File: src/rtl/mdu_pkg.sv
// Shared constants for the RV32M multiply/divide unit: funct3 codes, FSM encoding, default width.
package mdu_pkg;

    localparam int MDU_XLEN = 32;

    localparam logic [2:0] F_MUL    = 3'd0;
    localparam logic [2:0] F_MULH   = 3'd1;
    localparam logic [2:0] F_MULHSU = 3'd2;
    localparam logic [2:0] F_MULHU  = 3'd3;
    localparam logic [2:0] F_DIV    = 3'd4;
    localparam logic [2:0] F_DIVU   = 3'd5;
    localparam logic [2:0] F_REM    = 3'd6;
    localparam logic [2:0] F_REMU   = 3'd7;

    localparam logic [1:0] ST_IDLE = 2'b00;
    localparam logic [1:0] ST_CALC = 2'b01;
    localparam logic [1:0] ST_DONE = 2'b10;

endpackage

File: src/rtl/mdu_iter_core.sv
// One iteration of the MDU datapath: radix-2 shift-add multiply or restoring-divide step.
// The divide step (and its select input) exists only when MDU_DIV_EN is defined.
module mdu_iter_core #(
    parameter int XLEN = 32
) (
`ifdef MDU_DIV_EN
    input  logic            i_div,
`endif
    input  logic [XLEN-1:0] i_hi,
    input  logic [XLEN-1:0] i_lo,
    input  logic [XLEN-1:0] i_b,
    output logic [XLEN-1:0] o_hi,
    output logic [XLEN-1:0] o_lo
);

    logic [XLEN:0]   w_sum;
`ifdef MDU_DIV_EN
    logic [XLEN:0]   w_shift;
    logic [XLEN-1:0] w_diff;
    logic            w_ge;
`endif

    always_comb begin
        // Multiply: {hi,lo} is the product register, lo shifts out the multiplier LSB-first.
        w_sum = {1'b0, i_hi} + (i_lo[0] ? {1'b0, i_b} : '0);
        o_hi  = w_sum[XLEN:1];
        o_lo  = {w_sum[0], i_lo[XLEN-1:1]};
`ifdef MDU_DIV_EN
        // Divide: hi is the partial remainder, lo shifts the dividend out and the quotient in.
        w_shift = {i_hi, i_lo[XLEN-1]};
        w_ge    = (w_shift >= {1'b0, i_b});
        w_diff  = w_shift[XLEN-1:0] - i_b;
        if (i_div) begin
            o_hi = w_ge ? w_diff : w_shift[XLEN-1:0];
            o_lo = {i_lo[XLEN-2:0], w_ge};
        end
`endif
    end

endmodule

File: src/rtl/mul_div_unit.sv
// Iterative RV32M multiply/divide unit (IDLE/CALC/DONE FSM, one bit per cycle).
// Define MDU_DIV_EN to build the divider; otherwise funct3 4..7 return 0 on the short path.
module mul_div_unit
    import mdu_pkg::*;
#(
    parameter int XLEN = MDU_XLEN
) (
    input  logic            clk,
    input  logic            reset,
    input  logic            Start_i,
    input  logic [2:0]      MDU_Operation_i,
    input  logic [XLEN-1:0] A_i,
    input  logic [XLEN-1:0] B_i,
    output logic            Busy_o,
    output logic            Done_o,
    output logic [XLEN-1:0] MDU_Result_o,
    output logic            Zero_o
);

    localparam int CW = $clog2(XLEN);
`ifdef MDU_DIV_EN
    localparam logic [XLEN-1:0] MIN_NEG = {1'b1, {(XLEN-1){1'b0}}};
`endif

    logic [1:0]      r_state;
    logic [CW-1:0]   r_cnt;
    logic [2:0]      r_op;
    logic [XLEN-1:0] r_b, r_hi, r_lo, r_result;
    logic            r_neg, r_special, r_done, r_zero;

    logic            w_accept, w_a_signed, w_b_signed, w_a_neg, w_b_neg, w_res_neg, w_special;
    logic [XLEN-1:0] w_a_mag, w_b_mag, w_spec_res, w_core_hi, w_core_lo, w_neg_hi, w_final;

    assign w_accept = Start_i & ((r_state == ST_IDLE) | ((r_state == ST_DONE) & (r_cnt == '0)));

    always_comb begin
        w_a_signed = (MDU_Operation_i == F_MULH) | (MDU_Operation_i == F_MULHSU) |
                     (MDU_Operation_i == F_DIV)  | (MDU_Operation_i == F_REM);
        w_b_signed = (MDU_Operation_i == F_MULH) | (MDU_Operation_i == F_DIV) |
                     (MDU_Operation_i == F_REM);
        w_a_neg    = w_a_signed & A_i[XLEN-1];
        w_b_neg    = w_b_signed & B_i[XLEN-1];
        w_a_mag    = w_a_neg ? -A_i : A_i;
        w_b_mag    = w_b_neg ? -B_i : B_i;
        // Remainder follows the dividend; everything else follows the operand sign product.
        w_res_neg  = (MDU_Operation_i[2] & MDU_Operation_i[1]) ? w_a_neg : (w_a_neg ^ w_b_neg);
        w_special  = 1'b0;
        w_spec_res = '0;
`ifdef MDU_DIV_EN
        if (MDU_Operation_i[2]) begin
            if (B_i == '0) begin
                w_special  = 1'b1;
                w_spec_res = MDU_Operation_i[1] ? A_i : '1;
            end else if (!MDU_Operation_i[0] && (A_i == MIN_NEG) && (B_i == '1)) begin
                w_special  = 1'b1;
                w_spec_res = MDU_Operation_i[1] ? '0 : A_i;
            end
        end
`else
        w_special  = MDU_Operation_i[2];
`endif
    end

    mdu_iter_core #(.XLEN(XLEN)) u_core (
`ifdef MDU_DIV_EN
        .i_div (r_op[2]),
`endif
        .i_hi  (r_hi),
        .i_lo  (r_lo),
        .i_b   (r_b),
        .o_hi  (w_core_hi),
        .o_lo  (w_core_lo)
    );

    // Upper half of the negated 2*XLEN product: carry into hi only when lo is all zeros.
    assign w_neg_hi = ~r_hi + XLEN'(r_lo == '0);

    always_comb begin
        w_final = '0;
        if (r_special)
            w_final = r_lo;
        else if (!r_op[2])
            w_final = (r_op == F_MUL) ? r_lo : (r_neg ? w_neg_hi : r_hi);
`ifdef MDU_DIV_EN
        else if (r_op[1])
            w_final = r_neg ? -r_hi : r_hi;
        else
            w_final = r_neg ? -r_lo : r_lo;
`endif
    end

    always_ff @(posedge clk or negedge reset) begin
        if (!reset) begin
            r_state   <= ST_IDLE;
            r_cnt     <= '0;
            r_op      <= '0;
            r_b       <= '0;
            r_hi      <= '0;
            r_lo      <= '0;
            r_neg     <= 1'b0;
            r_special <= 1'b0;
            r_done    <= 1'b0;
            r_result  <= '0;
            r_zero    <= 1'b1;
        end else begin
            r_done <= 1'b0;
            case (r_state)
                ST_CALC: begin
                    r_hi <= w_core_hi;
                    r_lo <= w_core_lo;
                    if (r_cnt == '0) r_state <= ST_DONE;
                    else             r_cnt   <= r_cnt - 1'b1;
                end
                ST_DONE: begin
                    // Special cases arrive with r_cnt=1 and wait one cycle before publishing.
                    if (r_cnt != '0) begin
                        r_cnt <= r_cnt - 1'b1;
                    end else begin
                        r_result <= w_final;
                        r_zero   <= (w_final == '0);
                        r_done   <= 1'b1;
                        r_state  <= ST_IDLE;
                    end
                end
                default: r_state <= ST_IDLE;
            endcase
            if (w_accept) begin
                r_op      <= MDU_Operation_i;
                r_b       <= w_b_mag;
                r_hi      <= '0;
                r_lo      <= w_special ? w_spec_res : w_a_mag;
                r_neg     <= w_res_neg;
                r_special <= w_special;
                r_cnt     <= w_special ? CW'(1) : CW'(XLEN-1);
                r_state   <= w_special ? ST_DONE : ST_CALC;
            end
        end
    end

    assign Busy_o       = (r_state == ST_CALC);
    assign Done_o       = r_done;
    assign MDU_Result_o = r_result;
    assign Zero_o       = r_zero;

endmodule

File: config.mk
export PLATFORM = sky130hd
export DESIGN_NAME = mul_div_unit
export DESIGN_NICKNAME = d
export VERILOG_FILES = /design/src/rtl/mdu_pkg.sv /design/src/rtl/mdu_iter_core.sv /design/src/rtl/mul_div_unit.sv
export SDC_FILE = /design/constraint.sdc
export NUM_CORES = 1
export LEC_CHECK = 0
export BUFFER_PORTS_ARGS = -buffer_cell sky130_fd_sc_hd__buf_2
export CAP_MARGIN = 40
export CORE_MARGIN = 2
export CORE_UTILIZATION = 45
export CTS_CLUSTER_DIAMETER = 30
export DETAILED_ROUTE_END_ITERATION = 12
export GPL_TIMING_DRIVEN = 1
export HOLD_SLACK_MARGIN = 0.05
export PLACE_DENSITY = 0.66
export SYNTH_ARGS = -nofsm -noshare
export SYNTH_HDL_FRONTEND = slang
export SYNTH_SLANG_ARGS = --single-unit
File: constraint.sdc
create_clock -name clk -period 3.44 [get_ports clk]
set_input_delay 0.688 -clock clk [delete_from_list [all_inputs] [get_ports clk]]
set_output_delay 0.688 -clock clk [all_outputs]
set_load 0.03 [all_outputs]
==> results.py <==
metrics = {
    "status": {
        "status": "finished with violations",
        "failed_checks": "setup timing",
    },
    "yosys": {
        "ys_types": 75,
        "avgSynthCellArea_um2": 8.72,
        "synth_edf_count": 0,
        "synthCells": 1149,
        "async_reset_ff_frac": 1.00,
        "synth_top_area_frac": 0.349,
        "synth_largest_area_cell": "dfrtp_1",
        "seq_area_frac_synth": 0.352,
        "synth_area_leaders": "dfrtp_1 35%, o21ai_0 6.5%, xnor2_1 5.0%, xor2_1 4.7%, ha_1 4.6%",
        "synth_top_flop_cell": "dfrtp_1",
        "ys_ff_latch": 141,
        "ys_warn_count": 0,
        "synth_nets": 1257,
        "yosysMostFrequentCell": "dfrtp_1",
        "synthesis.area_um2": 10000,
        "ys_top_cells_by_count": "140 x dfrtp_1, 130 x o21ai_0, 108 x nand2_1",
    },
    "timing": {
        "finalCriticalPeriod_ps": 3620,
        "worst_slew_pin_slew_ps": 706,
        "finalWorstSetupSlack_ps": -181,
        "setup_viol": 1,
        "drv_slew": 0,
        "fin_crit_sh": 1.05,
        "hold_viol": 0,
        "slew_headroom": 0.529,
        "max_freq_mhz": 276,
        "finClkSkew_ps": 7.66,
        "rsz0062_at_grt": "true",
    },
    "placement": {
        "pre_cts_ws_ps": -270,
        "hpwl_mm": 20.8,
        "post-place-cells": 1566,
        "numPortBuffers": 104,
        "routabilityCongestion": 0.906,
    },
    "global_route": {
        "grt_pass1_vias": 8603,
        "grt_overflow": 0,
        "grt_max_degree": 73,
        "antenna_found_initial": 0,
        "grt_pass1_wl_mm": 44.9,
        "grt_usage": 0.237,
    },
    "clocking": {
        "clock-root-buffer": "clkbuf_16",
        "clk_latency_ps": 430,
        "cts_max_level": 4,
        "clkSinkCount": 141,
        "cts_buffer_depth": 2,
        "cts_buffers": 17,
        "cts_tree": "done",
        "path_clk_slew_ps": 60,
    },
    "setup_path": {
        "path_class": "register to register",
        "required_ps": 3790,
        "slowest_delay_ps": 420,
        "crit_chain": "nor4_2 -> and4_1 -> nand4_1 -> nor4_2 -> buf_4 -> ha_4 -> ha_4 -> or3b_4 -> o31ai_2 -> xnor2_1 -> mux2i_1 -> nand4_1 -> nor4_1 -> nand4_1 -> o31ai_2",
        "worstPathArrival_ps": 3970,
        "path_max_fanout": 3,
        "critPathLaunchType": "register",
        "critPathCaptureType": "register",
        "worstPathBufferInverterCount": 1,
        "cp_common_cell": "nand4_1",
        "cpMaxStageDelayCell": "or3b_4",
        "cp_top_family": "simple AND/OR/NAND/NOR gates",
    },
    "detailed_routing": {
        "drt-pass1-iter-count": 6,
        "first_iter_violations": 601,
        "vias": 9054,
        "vias_per_cell": 5.64,
        "routedWlPerCell_um": 17.5,
        "drc": 0,
        "ant_nets": 0,
        "wirelength_mm": 28.1,
    },
    "die": {
        "start_util": 0.459,
        "io_pins": 105,
        "die_h_um": 153,
        "die_w_um": 153,
        "rows": 54,
        "core_um2": 21800,
        "die_area_um2": 23500,
    },
    "pwr": {
        "p_clk_frac": 0.174,
        "ir_drop_mv": 0.356,
        "power.switching_uw": 4820,
        "p_comb_frac": 0.545,
        "power_frac_seq": 0.280,
        "netSwitchingFraction": 0.448,
        "p_leak_uw": 0.00577,
        "p_per_area_nw_per_um2": 876,
        "p_int_uw": 5930,
    },
    "layout": {
        "final_cells": 1605,
        "fin_nets": 1423,
        "area_growth_pct": 22.4,
        "layout-drive-gt1-share": 0.233,
        "antenna_cells": 0,
    },
    "job": {
        "maxCapViolations": 0,
    },
    "min_path": {
        "min_path_type": "input port to asynchronous set/reset pin",
    },
}
==> flip-flops by register name, summed over array words and instances (netlist names) <==
register and count:
r_lo 32, r_cnt 5, r_state 2, r_b 32, MDU_Result_o 32, r_hi 32, r_op 3, Zero_o 1
Done_o 1, r_neg 1
==> layout by cell type (no fill, tap or decap), types with 6 or more instances in the layout <==
cell type  netlist  routed
o41ai_2          6       6
and2_1          35      35
o31ai_2          2       6
o21ai_0        130     123
nand2_1        108     108
nor4_1          19      11
mux2i_1         41      40
nand2b_1        16      15
xor2_1          54      53
dfrtp_1        140     140
nand4_1         11      11
a211oi_1         9       9
ha_1            37      35
nor2_1          64      64
inv_1           26      26
or3_1           14      14
o21ai_1          8      14
nor3_1          32      32
a21o_1          14      14
buf_2            4     103
mux2_2          14      14
xnor2_1         57      57
o31ai_1         20      14
o22ai_1         28      28
buf_4            0      97
nand3_1         40      40
clkbuf_16        0      17
nor4_2           5      13
and3_1           7       7
a31oi_1          6       6
a21oi_1         65      63
o41ai_1          7       6
==> path summary, 6_finish.rpt <==
| check | startpoint | to | slack, ps | cells after the start |
|---|---|---|---|---|
| setup / recovery | r_lo[6] | Zero_o | -180 | 15 |
| hold reg to reg | MDU_Result_o[15] | MDU_Result_o[15] | 470 | 1 |
| hold / removal | reset | MDU_Result_o[0] | 270 | 1 |
| min in group clk | MDU_Result_o[15] | MDU_Result_o[15] | 470 | 1 |
| max in group asynchronous | reset | r_cnt[4] | 2380 | 2 |
| setup reg to reg | r_lo[6] | Zero_o | -180 | 15 |
==> logic make-up (layout without fill, tap and decap cells) <==
| kind of cell | count (synthesis) | in the layout | share of synthesized area |
|---|---|---|---|
| xor+xnor | 111 | 111 | 0.0970 |
| buf+inv | 83 | 258 | 0.0316 |
| fa+ha+maj | 38 | 38 | 0.0482 |
| simple gates | 393 | 394 | 0.211 |
| flops | 141 | 141 | 0.352 |
| mux | 55 | 55 | 0.0567 |
| compound gates | 328 | 328 | 0.204 |
==> power groups by stage <==
stage | logic, uW | clock network (uW) | registers, uW
4_1_cts | 5540 | 1890 | 2980
6_report | 5860 | 1870 | 3010
5_1_grt | 6390 | 1960 | 3100
3_3_place_gp | 5340 | 0 | 2960
3_5_place_dp | 5420 | 0 | 2990
2_1_floorplan | 3300 | 0 | 3100
==> layer usage <==
metal / up-vias / track usage / part of all wire
met5: - / 0 / 0
met4: 0 / 0.104 / 0.032
met3: 42 / 0.0295 / 0.048
met2: 274 / 0.364 / 0.45
met1: 4212 / 0.337 / 0.47
li1: 4526 / - / -
==> worst reg2reg max path: cells and delay by family (launching register included) <==
kind,cells,cell delay (ps)
and+or+nand+nor,8,1820
buffers and inverters,1,180
xor gates and xnor gates,1,110
AOI/OAI and AO/OA,2,530
muxes,1,210
DFF,1,390
adders and majority gates,2,290
==> layout make-up <==
| cell class | count | area (um^2) |
|---|---|---|
| multi-input cells | 926 | 6420 |
| repair buffers | 203 | 1290 |
| flip-flops and latches | 141 | 3530 |
| well taps | 280 | 350 |
| fillers | 1975 | 9560 |
| inverters | 26 | 97.6 |
| clock inverters | 10 | 143 |
| clock buffers | 19 | 443 |
==> stage by stage <==
| step | cell area (um^2) | utilization | power, uW | setup TNS (ps) | hold WS, ps |
|---|---|---|---|---|---|
| global route | 12300 | 0.562 | 11400 | -948 | 337 |
| floorplan | 10000 | - | 6400 | 0 | 392 |
| detailed placement | 11400 | 0.522 | 8400 | -508 | 461 |
| CTS | 12100 | 0.553 | 10400 | -148 | 300 |
| finish | 12300 | 0.562 | 10700 | -181 | 275 |
| global placement | 11400 | 0.522 | 8300 | -103 | 451 |
==> timing repair <==
action                                  4_1_cts  5_1_grt
hold buffers                                  0        0
pin swaps                                    10       12
endpoints found under the setup margin       12       21
resized for setup                            14       27
gates cloned                                  0        1
setup buffers                                 2        7
Note: power is estimated with default switching activity, not from simulation.
